===== config.mk =====
export PLATFORM = sky130hd
export DESIGN_NAME = ifu_fetch
export DESIGN_NICKNAME = d
export VERILOG_FILES = /design/src/rtl/ifu_pkg.sv /design/src/rtl/ifu_fetch.sv
export SDC_FILE = /design/constraint.sdc
export NUM_CORES = 1
export LEC_CHECK = 0
export BUFFER_PORTS_ARGS = -buffer_cell sky130_fd_sc_hd__buf_2
export CORE_MARGIN = 2
export CORE_UTILIZATION = 55
export CTS_BUF_LIST = sky130_fd_sc_hd__clkbuf_8
export DETAILED_ROUTE_END_ITERATION = 16
export PLACE_DENSITY = 0.88
export SYNTH_ARGS = -nofsm -noshare
export SYNTH_HDL_FRONTEND = slang
export SYNTH_SLANG_ARGS = --single-unit
export TNS_END_PERCENT = 50

===== constraint.sdc =====
create_clock -name clk -period 2.85 [get_ports clk]
set_clock_uncertainty 0.1 [all_clocks]
set_input_delay 0.7125 -clock clk [delete_from_list [all_inputs] [get_ports clk]]
set_output_delay 0.7125 -clock clk [all_outputs]
set_load 0.02 [all_outputs]

===== src/rtl/ifu_pkg.sv =====
// Shared types and constants for the instruction fetch unit.
package ifu_pkg;

  typedef enum logic [2:0] {
    S_IDLE  = 3'd0,
    S_ADDR  = 3'd1,
    S_DATA  = 3'd2,
    S_OUT   = 3'd3,
    S_DRAIN = 3'd4
  } state_t;

  localparam logic [1:0]  RESP_OKAY          = 2'b00;
  // addi x0,x0,0 -- a harmless word handed to the core on any fault
  localparam logic [31:0] FAULT_INST_DEFAULT = 32'h0000_0013;

endpackage


===== src/rtl/ifu_fetch.sv =====
// Instruction fetch: one AR/R read per accepted PC, result returned to the core with PC and fault flag.
// Latency: accept -> inst_valid in 3 cycles with zero-wait memory; misaligned PCs fault in 1 cycle.
// Backpressure: result held while inst_ready is low; a new fetch is taken only as the held one retires.
module ifu_fetch
  import ifu_pkg::*;
#(
  parameter int          ADDR_W     = 32,
  parameter logic [31:0] FAULT_INST = FAULT_INST_DEFAULT
) (
  input  logic              clk,
  input  logic              rst,
  input  logic              fetch_valid,
  input  logic [ADDR_W-1:0] fetch_pc,
  output logic              fetch_ready,
  input  logic              flush,
  output logic [ADDR_W-1:0] araddr,
  output logic              arvalid,
  input  logic              arready,
  input  logic [31:0]       rdata,
  input  logic [1:0]        rresp,
  input  logic              rvalid,
  output logic              rready,
  output logic [31:0]       inst,
  output logic [ADDR_W-1:0] inst_pc,
  output logic              inst_fault,
  output logic              inst_valid,
  input  logic              inst_ready
);

  state_t            state;
  logic [ADDR_W-1:0] pc_q;
  logic              flush_pend;
  logic              accept;
  logic              aligned;

  assign fetch_ready = rst & ((state == S_IDLE) |
                              ((state == S_OUT) & inst_ready & ~flush));
  assign accept      = fetch_valid & fetch_ready;
  assign aligned     = (fetch_pc[1:0] == 2'b00);

  always_ff @(posedge clk or negedge rst) begin
    if (!rst) begin
      state      <= S_IDLE;
      arvalid    <= 1'b0;
      araddr     <= '0;
      rready     <= 1'b0;
      inst_valid <= 1'b0;
      inst       <= '0;
      inst_pc    <= '0;
      inst_fault <= 1'b0;
      pc_q       <= '0;
      flush_pend <= 1'b0;
    end else begin
      case (state)
        S_ADDR: begin
          // The address phase always completes; a flush only turns the data phase into a drain.
          if (arready) begin
            arvalid    <= 1'b0;
            rready     <= 1'b1;
            flush_pend <= 1'b0;
            state      <= (flush_pend | flush) ? S_DRAIN : S_DATA;
          end else if (flush) begin
            flush_pend <= 1'b1;
          end
        end
        S_DATA: begin
          if (rvalid) begin
            rready <= 1'b0;
            if (flush) begin
              state <= S_IDLE;
            end else begin
              inst_valid <= 1'b1;
              inst_pc    <= pc_q;
              if (rresp == RESP_OKAY) begin
                inst       <= rdata;
                inst_fault <= 1'b0;
              end else begin
                inst       <= FAULT_INST;
                inst_fault <= 1'b1;
              end
              state <= S_OUT;
            end
          end else if (flush) begin
            state <= S_DRAIN;
          end
        end
        S_DRAIN: begin
          if (rvalid) begin
            rready <= 1'b0;
            state  <= S_IDLE;
          end
        end
        S_OUT: begin
          if (flush | inst_ready) begin
            inst_valid <= 1'b0;
            state      <= S_IDLE;
          end
        end
        default: begin
        end
      endcase

      // A new fetch overrides the retire path above when taken back-to-back from OUT.
      if (accept) begin
        if (aligned) begin
          araddr  <= fetch_pc;
          pc_q    <= fetch_pc;
          arvalid <= 1'b1;
          state   <= S_ADDR;
        end else begin
          inst       <= FAULT_INST;
          inst_fault <= 1'b1;
          inst_pc    <= fetch_pc;
          inst_valid <= 1'b1;
          state      <= S_OUT;
        end
      end
    end
  end

endmodule


==> Yosys cells after proc, flatten, opt, wreduce, memory -nomap -nowiden <==
Index checks and enable logic that the tools add are counted.
W data, S select, Z words.
{ "classes": {"mux": 42, "n_bitwise": 8, "reduce_logical": 11, "eq_ne": 10} }
{ "ops": {"columns": ["op", "n"], "rows": [
  ["$mux W32", 11],
  ["$mux W3", 7],
  ["$mux W1", 19],
  ["$pmux W3 S4", 1],
  ["$eq A3 B2 Y1 const B", 2],
  ["$ne A3 B3 Y1 const B", 2],
  ["$reduce_and A5 Y1", 1],
  ["$reduce_bool A5 Y1", 1],
  ["$and A1 B1 Y1", 4],
  ["$logic_not A2 Y1", 2],
  ["$mux W2", 2],
  ["$ne A4 B4 Y1 const B", 1],
  ["$pmux W1 S2", 2],
  ["$reduce_and A2 Y1", 2],
  ["$reduce_bool A2 Y1", 2],
  ["$eq A3 B1 Y1 const B", 1],
  ["$eq A3 B3 Y1 const B", 1],
  ["$logic_not A3 Y1", 1],
  ["$ne A3 B2 Y1 const B", 1],
  ["$or A1 B1 Y1", 3],
  ["$reduce_and A3 Y1", 1],
  ["$ne A2 B1 Y1 const B", 1],
  ["$ne A2 B2 Y1 const B", 1],
  ["$reduce_or A2 Y1", 1],
  ["$not A1 Y1", 1]
]} }
{ "totals": {"reg_bits": 104, "in_bits": 73, "elab_cells": 80, "out_inout_bits": 101} }

==> Longest topological paths before layout <==
Gate-level depths: netlist of run 1.
{ "logic_depth": {"word_depth": 8, "ltp_mapped": 7, "depth_no_buf": 4} }

==> Worst setup path after synthesis of run 1 <==
No wires, ideal clock.
{ "synth_timing": {"kind": "input to register", "start": "input port inst_ready", "end": "register pc_q[10]", "path_stages": 6, "t_required_ps": 2625, "setup_time_ps": 125, "t_arrival_ps": 1830, "n_path_buf": 2, "setup_slack_ps": 795, "path_cell_list": "and4b_1 -> o211a_4 -> nand2b_1 -> buf_6 -> buf_6 -> mux2_4"} }
{ "synth_between": {"elab_chain_cells": 6} }
{ "synth_rtl": {"columns": ["item", "line", "rtl"], "rows": [
  ["start: declaration", "ifu_fetch.sv:27", "input logic inst_ready"],
  ["$and A1 B1 Y1 (2 in a row)", "ifu_fetch.sv:37", "((state == S_OUT) & inst_ready & ~flush));"],
  ["$or A1 B1 Y1", "ifu_fetch.sv:36", "assign fetch_ready = rst & ((state == S_IDLE) |"],
  ["$and A1 B1 Y1", "ifu_fetch.sv:36", null],
  ["$and A1 B1 Y1", "ifu_fetch.sv:38", "assign accept = fetch_valid & fetch_ready;"],
  ["$reduce_and A2 Y1 (no source line)", null, null],
  ["end signal: assignment", "ifu_fetch.sv:107", "pc_q <= fetch_pc;"],
  ["end: declaration", "ifu_fetch.sv:31", "logic [ADDR_W-1:0] pc_q;"]
]} }
Every way passes these cells.
A chain may end at the register's enable or synchronous reset.

==> Worst setup path in the final report of run 1 <==
{ "layout_timing": {"start": "register state[1]", "end": "output port fetch_ready"} }
{ "layout_between": {"elab_chain_cells": 5, "elab_cells_between_ends": 6, "classes_between": "1 x eq/ne; 4 x bitwise; 1 x reduce/logical"} }
{ "layout_rtl": {"columns": ["item", "line", "rtl"], "rows": [
  ["start: declaration", "ifu_fetch.sv:30", "state_t state;"],
  ["start signal: assignment", "ifu_fetch.sv:61", "state <= (flush_pend | flush) ? S_DRAIN : S_DATA;"],
  ["$eq A3 B2 Y1", "ifu_fetch.sv:37", null],
  ["$and A1 B1 Y1 (2 in a row)", "ifu_fetch.sv:37", null],
  ["$or A1 B1 Y1 (*)", "ifu_fetch.sv:36", null],
  ["$and A1 B1 Y1 (*)", "ifu_fetch.sv:36", null],
  ["end: declaration", "ifu_fetch.sv:14", "output logic fetch_ready,"]
]} }
Mark *: on every way between the ends. The rest lies on a longest branch, timed or not.

==> results of run 1 <==
==> layer usage <==
layer / wire, um / vias to the layer above / global-route usage (%)
li1: - / 1853 / -
met1: 4810 / 1929 / 33.9
met2: 5940 / 141 / 41.8
met3: 624 / 20 / 3.21
met4: 266 / 0 / 10.7
met5: 0 / - / 0
==> worst paths after layout <==
check / end / cells past startpoint / slack [ns] / start
worst max register to register: inst_fault$_DFF_PN0_ / 5 / 0.71 / state[2]$_DFFE_PN0P_
min in group clk: arvalid$_DFF_PN0_ / 2 / 0.41 / arvalid$_DFF_PN0_
max in group asynchronous: inst[0]$_DFF_PN0_ / 3 / 1.18 / rst
worst min register to register: arvalid$_DFF_PN0_ / 2 / 0.41 / arvalid$_DFF_PN0_
worst min-delay path: inst_pc[0]$_DFF_PN0_ / 2 / 0.39 / rst
worst max-delay path: fetch_ready / 3 / 0.44 / state[1]$_DFFE_PN0P_
==> state kept, by name (all words and copies together) (netlist names) <==
name and cells:
state 3, inst_fault 1, inst_valid 1, pc_q 32, arvalid 1, rready 1
inst 32, flush_pend 1, inst_pc 32
==> synthesized netlist by cell type, types with 4 or more instances <==
library cell / n
nand2_1: 96
nand3_1: 30
buf_6: 5
a31oi_1: 34
a21oi_1: 31
buf_2: 18
clkbuf_1: 10
dfrtp_1: 104
and2_1: 4
nor2_1: 38
mux2_4: 26
nor2b_1: 4
o21ai_0: 6
mux2_2: 4
==> kinds of logic after synthesis <==
family / synth area share [%]
simple gates: 17.7
flops: 56.3
buf+inv: 4.38
mux: 9.87
xor+xnor: 0.189
compound gates: 11.6
==> per-stage QoR <==
step                cell area, sq um  worst slack (ns)
finish                          5790             0.439
global route                    5790             0.360
CTS                             5790             0.431
detailed placement              5570             0.356
global placement                5570             0.427
floorplan                       4630             0.795
==> cell type report <==
type	instances	area share, %
Sequential cell	104	45.0
Multi-Input combinational cell	306	31.8
Timing Repair Buffer	183	17.0
Tap cell	105	2.27
Clock buffer	9	2.14
Clock inverter	7	1.62
Inverter	3	0.195
==> power by group <==
part | internal, W | switching (W) | leakage (nW)
logic | 0.00105 | 0.00156 | 1.59
registers | 0.00207 | 0.000438 | 1.31
clock network | 0.000497 | 0.000492 | 0.111
total | 0.00361 | 0.00249 | 3.01
==> results.sh, run 1 <==
export IMPL_status="complete, no violations"
export IMPL_ir_drop_mv=0.486
export IMPL_remaining_drc_errors=0
export IMPL_synth_top_area_share_pct=56.3
export IMPL_setup_viol=0
export IMPL_p_per_area_nw_per_um2=1050
export IMPL_core_area_sq_um=8180
export IMPL_synth_distinct_cells=41
export IMPL_die_h_um=95.7
export IMPL_grt_pass1_wl_um=17900
export IMPL_die_area_sq_um=9160
export IMPL_synth_seq_area_share_pct=56.3
export IMPL_ys_ff_latch=104
export IMPL_syn_num_nets=520
export IMPL_post_cts_repair_setup_buffers=0
export IMPL_layout_common_cells="172 x buf_2, 104 x dfrtp_1, 96 x nand2_1"
export IMPL_period_needed_ns=2.41
export IMPL_cts_resized=0
export IMPL_fmax_ghz=0.415
export IMPL_critPathKind="reg2out"
export IMPL_initial_utilization_pct=56.6
export IMPL_drive_gt1_share_pct=38.9
export IMPL_total_power_w=0.00610
export IMPL_htree_levels=3
export IMPL_grtUsageTotal_pct=25.3
export IMPL_diodes=0
export IMPL_cp_max_fo=13
export IMPL_antenna_found_initial=0
export IMPL_cpPeakStageDelay_ns=0.58
export IMPL_netlist_area_sq_um=4630
export IMPL_multiInputGateArea_sq_um=1840
export IMPL_synth_edf_count=0
export IMPL_syn_mean_instance_area_sq_um=10.3
export IMPL_nFillCells=623
export IMPL_min_path_type="in2async"
export IMPL_synth_largest_area_cell="dfrtp_1"
export IMPL_port_buffers=173
export IMPL_arrival_ns=1.60
export IMPL_tightest_slew_ns=0.693
export IMPL_finish_utilization_pct=70.8
export IMPL_slowest_stage="dfrtp_1"
export IMPL_ant_nets=0
export IMPL_vias=3943
export IMPL_max_slew_margin_pct=52.6
export IMPL_viasPerCell=5.50
export IMPL_finalCritPeriodShare_pct=84.6
export IMPL_ff_latch_area_sq_um=2600
export IMPL_cp_start_kind="register"
export IMPL_synthToLayoutAreaGrowth_pct=25.1
export IMPL_finalHoldViolations=0
export IMPL_worst_setup_path_end_kind="output pin"
export IMPL_synth_cells=447
export IMPL_grt_max_degree=66
export IMPL_fin_setup_tns_ns=0
export IMPL_layout_commonest_cell="buf_2"
export IMPL_clock_path_buffers=2
export IMPL_clkLatencyLatePin_ns=0.36
export IMPL_routabilityCongestion=0.866
export IMPL_drt_initial_drc_count=160
export IMPL_drv_slew=0
export IMPL_hold_ws_ns=0.395
export IMPL_cellLeakagePower_nw=3.01
export IMPL_cap_violations=0
export IMPL_synthTopCellsByArea="dfrtp_1 56%, mux2_4 8.4%, nand2_1 7.8%, a31oi_1 4.6%, a21oi_1 3.4%"
export IMPL_ios=174
export IMPL_firstDrtPassIters=5
export IMPL_layout_nets=680
export IMPL_rsz0062_at_grt="false"
export IMPL_wl_per_cell_um=16.2
export IMPL_root_buffer="clkbuf_8"
export IMPL_place_hpwl_um=8280
export IMPL_synth_async_reset_ratio_pct=100
export IMPL_dp_cells=701
export IMPL_path_delay_family="flip-flops"
export IMPL_critPathBufInv=1
export IMPL_clkTransAtPathRegs_ns=0.10
export IMPL_routed_wl_um=11600
export IMPL_die_w_um=95.7
export IMPL_grt_pass1_vias=3670
export IMPL_cp_cell_sequence="and4b_1, o21a_1, buf_2"
export IMPL_cts_tree="built"
export IMPL_rows=33
export IMPL_clock_sinks=104
export IMPL_overflow=0
export IMPL_ys_warn_count=0
export IMPL_crit_required_ns=2.04
export IMPL_cts_hold_buf=0
export IMPL_stdcell_count=717
export IMPL_synth_main_ff_cell="dfrtp_1"
export IMPL_cts_buffers=9
Note: power is estimated with default switching activity, not from simulation.
==> run 2: changes to the inputs <==
Settings changed: CORE_UTILIZATION 55 to 51, PLACE_DENSITY 0.88 to 0.82.
Clock period 2.85 ns to 2.5 ns, I/O delays scaled along.
==> run 2 against run 1 <==
Compared with the run above: clock-buffer cell count unchanged; wire length decreased by 0.43%; first-iteration DRC count increased by 15%.
==> results.sh, run 2 (same netlist as run 1, synthesis figures left out) <==
export IMPL_status="complete, no violations"
export IMPL_critPathKind="reg2out"
export IMPL_clock_sinks=104
export IMPL_core_area_sq_um=8760
export IMPL_ir_drop_mv=0.443
export IMPL_nFillCells=685
export IMPL_tightest_slew_ns=0.708
export IMPL_worst_setup_path_end_kind="output pin"
export IMPL_drt_initial_drc_count=184
export IMPL_die_w_um=99.2
export IMPL_crit_path_start="state[1]$_DFFE_PN0P_"
export IMPL_drive_gt1_share_pct=39.3
export IMPL_post_cts_repair_setup_buffers=0
export IMPL_viasPerCell=5.43
export IMPL_port_buffers=173
export IMPL_grt_pass1_wl_um=18600
export IMPL_finalCritPeriodShare_pct=92.4
export IMPL_die_area_sq_um=9850
export IMPL_cts_tree="built"
export IMPL_grtUsageTotal_pct=23.3
export IMPL_period_needed_ns=2.31
export IMPL_setup_viol=0
export IMPL_endpoint="fetch_ready"
export IMPL_setup_ws_ns=0.189
export IMPL_vias=3923
export IMPL_rows=34
export IMPL_overflow=0
export IMPL_place_hpwl_um=8220
export IMPL_routed_wl_um=11600
export IMPL_cts_hold_buf=0
export IMPL_clock_path_buffers=2
export IMPL_ios=174
export IMPL_reg_top3="inst x32, inst_pc x32, pc_q x32"
export IMPL_cap_violations=0
export IMPL_layout_commonest_cell="buf_2"
export IMPL_min_path_type="in2async"
export IMPL_clkTransAtPathRegs_ns=0.09
export IMPL_r2r_setup_slack_ns=0.31
export IMPL_routabilityCongestion=0.866
export IMPL_finalHoldViolations=0
export IMPL_diodes=0
export IMPL_htree_levels=3
export IMPL_cp_max_fo=13
export IMPL_fmax_ghz=0.433
export IMPL_firstDrtPassIters=4
export IMPL_arrival_ns=1.59
export IMPL_layout_nets=682
export IMPL_ant_nets=0
export IMPL_root_buffer="clkbuf_8"
export IMPL_reg2regPathDepth=5
export IMPL_remaining_drc_errors=0
export IMPL_cp_start_kind="register"
export IMPL_cellLeakagePower_nw=3.03
export IMPL_r2r_end="inst_fault$_DFF_PN0_"
export IMPL_layout_common_cells="172 x buf_2, 104 x dfrtp_1, 96 x nand2_1"
export IMPL_max_slew_margin_pct=52.8
export IMPL_preCtsSetupSlack_ns=0.230
export IMPL_rsz0062_at_grt="false"
export IMPL_drv_slew=0
export IMPL_crit_required_ns=1.77
export IMPL_fin_setup_tns_ns=0
export IMPL_cts_resized=0
export IMPL_multiInputGateArea_sq_um=1840
export IMPL_initial_utilization_pct=52.8
export IMPL_clkLatencyLatePin_ns=0.34
export IMPL_cts_buffers=9
export IMPL_antenna_found_initial=0
export IMPL_grt_pass1_vias=3823
export IMPL_synthToLayoutAreaGrowth_pct=25.9
export IMPL_grt_max_degree=58
export IMPL_p_per_area_nw_per_um2=1200
export IMPL_wl_per_cell_um=16.1
export IMPL_reg2reg_from="state[2]$_DFFE_PN0P_"
export IMPL_die_h_um=99.2
export IMPL_ff_latch_area_sq_um=2600
==> run 2: cell types whose count changed in the layout (fill, tap and decap cells not counted) <==
cell	change
inv_6	+1
clkinvlp_4	-1
buf_12	+1
inv_1	-1
buf_4	+1
clkinv_4	+1
==> run 2: worst max-delay path: stages (launching register included) <==
cell     delay, ns
dfrtp_1       0.58
and4b_1       0.37
o21a_1        0.14
buf_2         0.15
==> run 2: how the worst min path moves through the flow <==
stage | slack, ns | to | from
global route | 0.30 | inst[12]$_DFF_PN0_ | rst
detailed placement | 0.37 | arvalid$_DFF_PN0_ | arvalid$_DFF_PN0_
CTS | 0.27 | inst[12]$_DFF_PN0_ | rst
floorplan | 0.23 | arvalid$_DFF_PN0_ | rst
global placement | 0.38 | inst_fault$_DFF_PN0_ | inst_fault$_DFF_PN0_
finish | 0.26 | state[0]$_DFFE_PN0P_ | rst
==> run 2: per-layer routing <==
layer / part of all wire, % / wire (um) / GRT usage [%] / vias up
met4: 2.8 / 320 / 9.59 / 0
met5: 0 / 0 / 0 / -
met1: 43 / 4950 / 31.2 / 1910
li1: - / - / - / 1855
met3: 4.8 / 551 / 2.74 / 25
met2: 50 / 5770 / 39.0 / 133
==> run 2: area by class of cell <==
cell class | count | area share [%]
Timing Repair Buffer | 185 | 17.3
Multi-Input combinational cell | 306 | 31.6
Sequential cell | 104 | 44.7
Clock buffer | 9 | 2.13
Inverter | 3 | 0.193
Clock inverter | 7 | 1.72
Tap cell | 108 | 2.32
==> run 2: stage by stage <==
stage          hold WS [ns]  power (W)  std cells  instance area [sq um]  util, %
2_1_floorplan         0.229    0.00478        447                   4630        -
3_3_place_gp          0.377    0.00576        706                   5600     63.9
3_5_place_dp          0.372    0.00587        706                   5600     63.9
4_1_cts               0.269    0.00703        722                   5820     66.5
5_1_grt               0.303    0.00740        722                   5820     66.5
6_report              0.265    0.00699        722                   5820     66.5
==> run 2: where the power goes <==
part / internal, W / switching (W) / total (W)
Clock: 0.000575 / 0.000576 / 0.00115
Sequential: 0.00235 / 0.000492 / 0.00285
Combinational: 0.00120 / 0.00179 / 0.00299
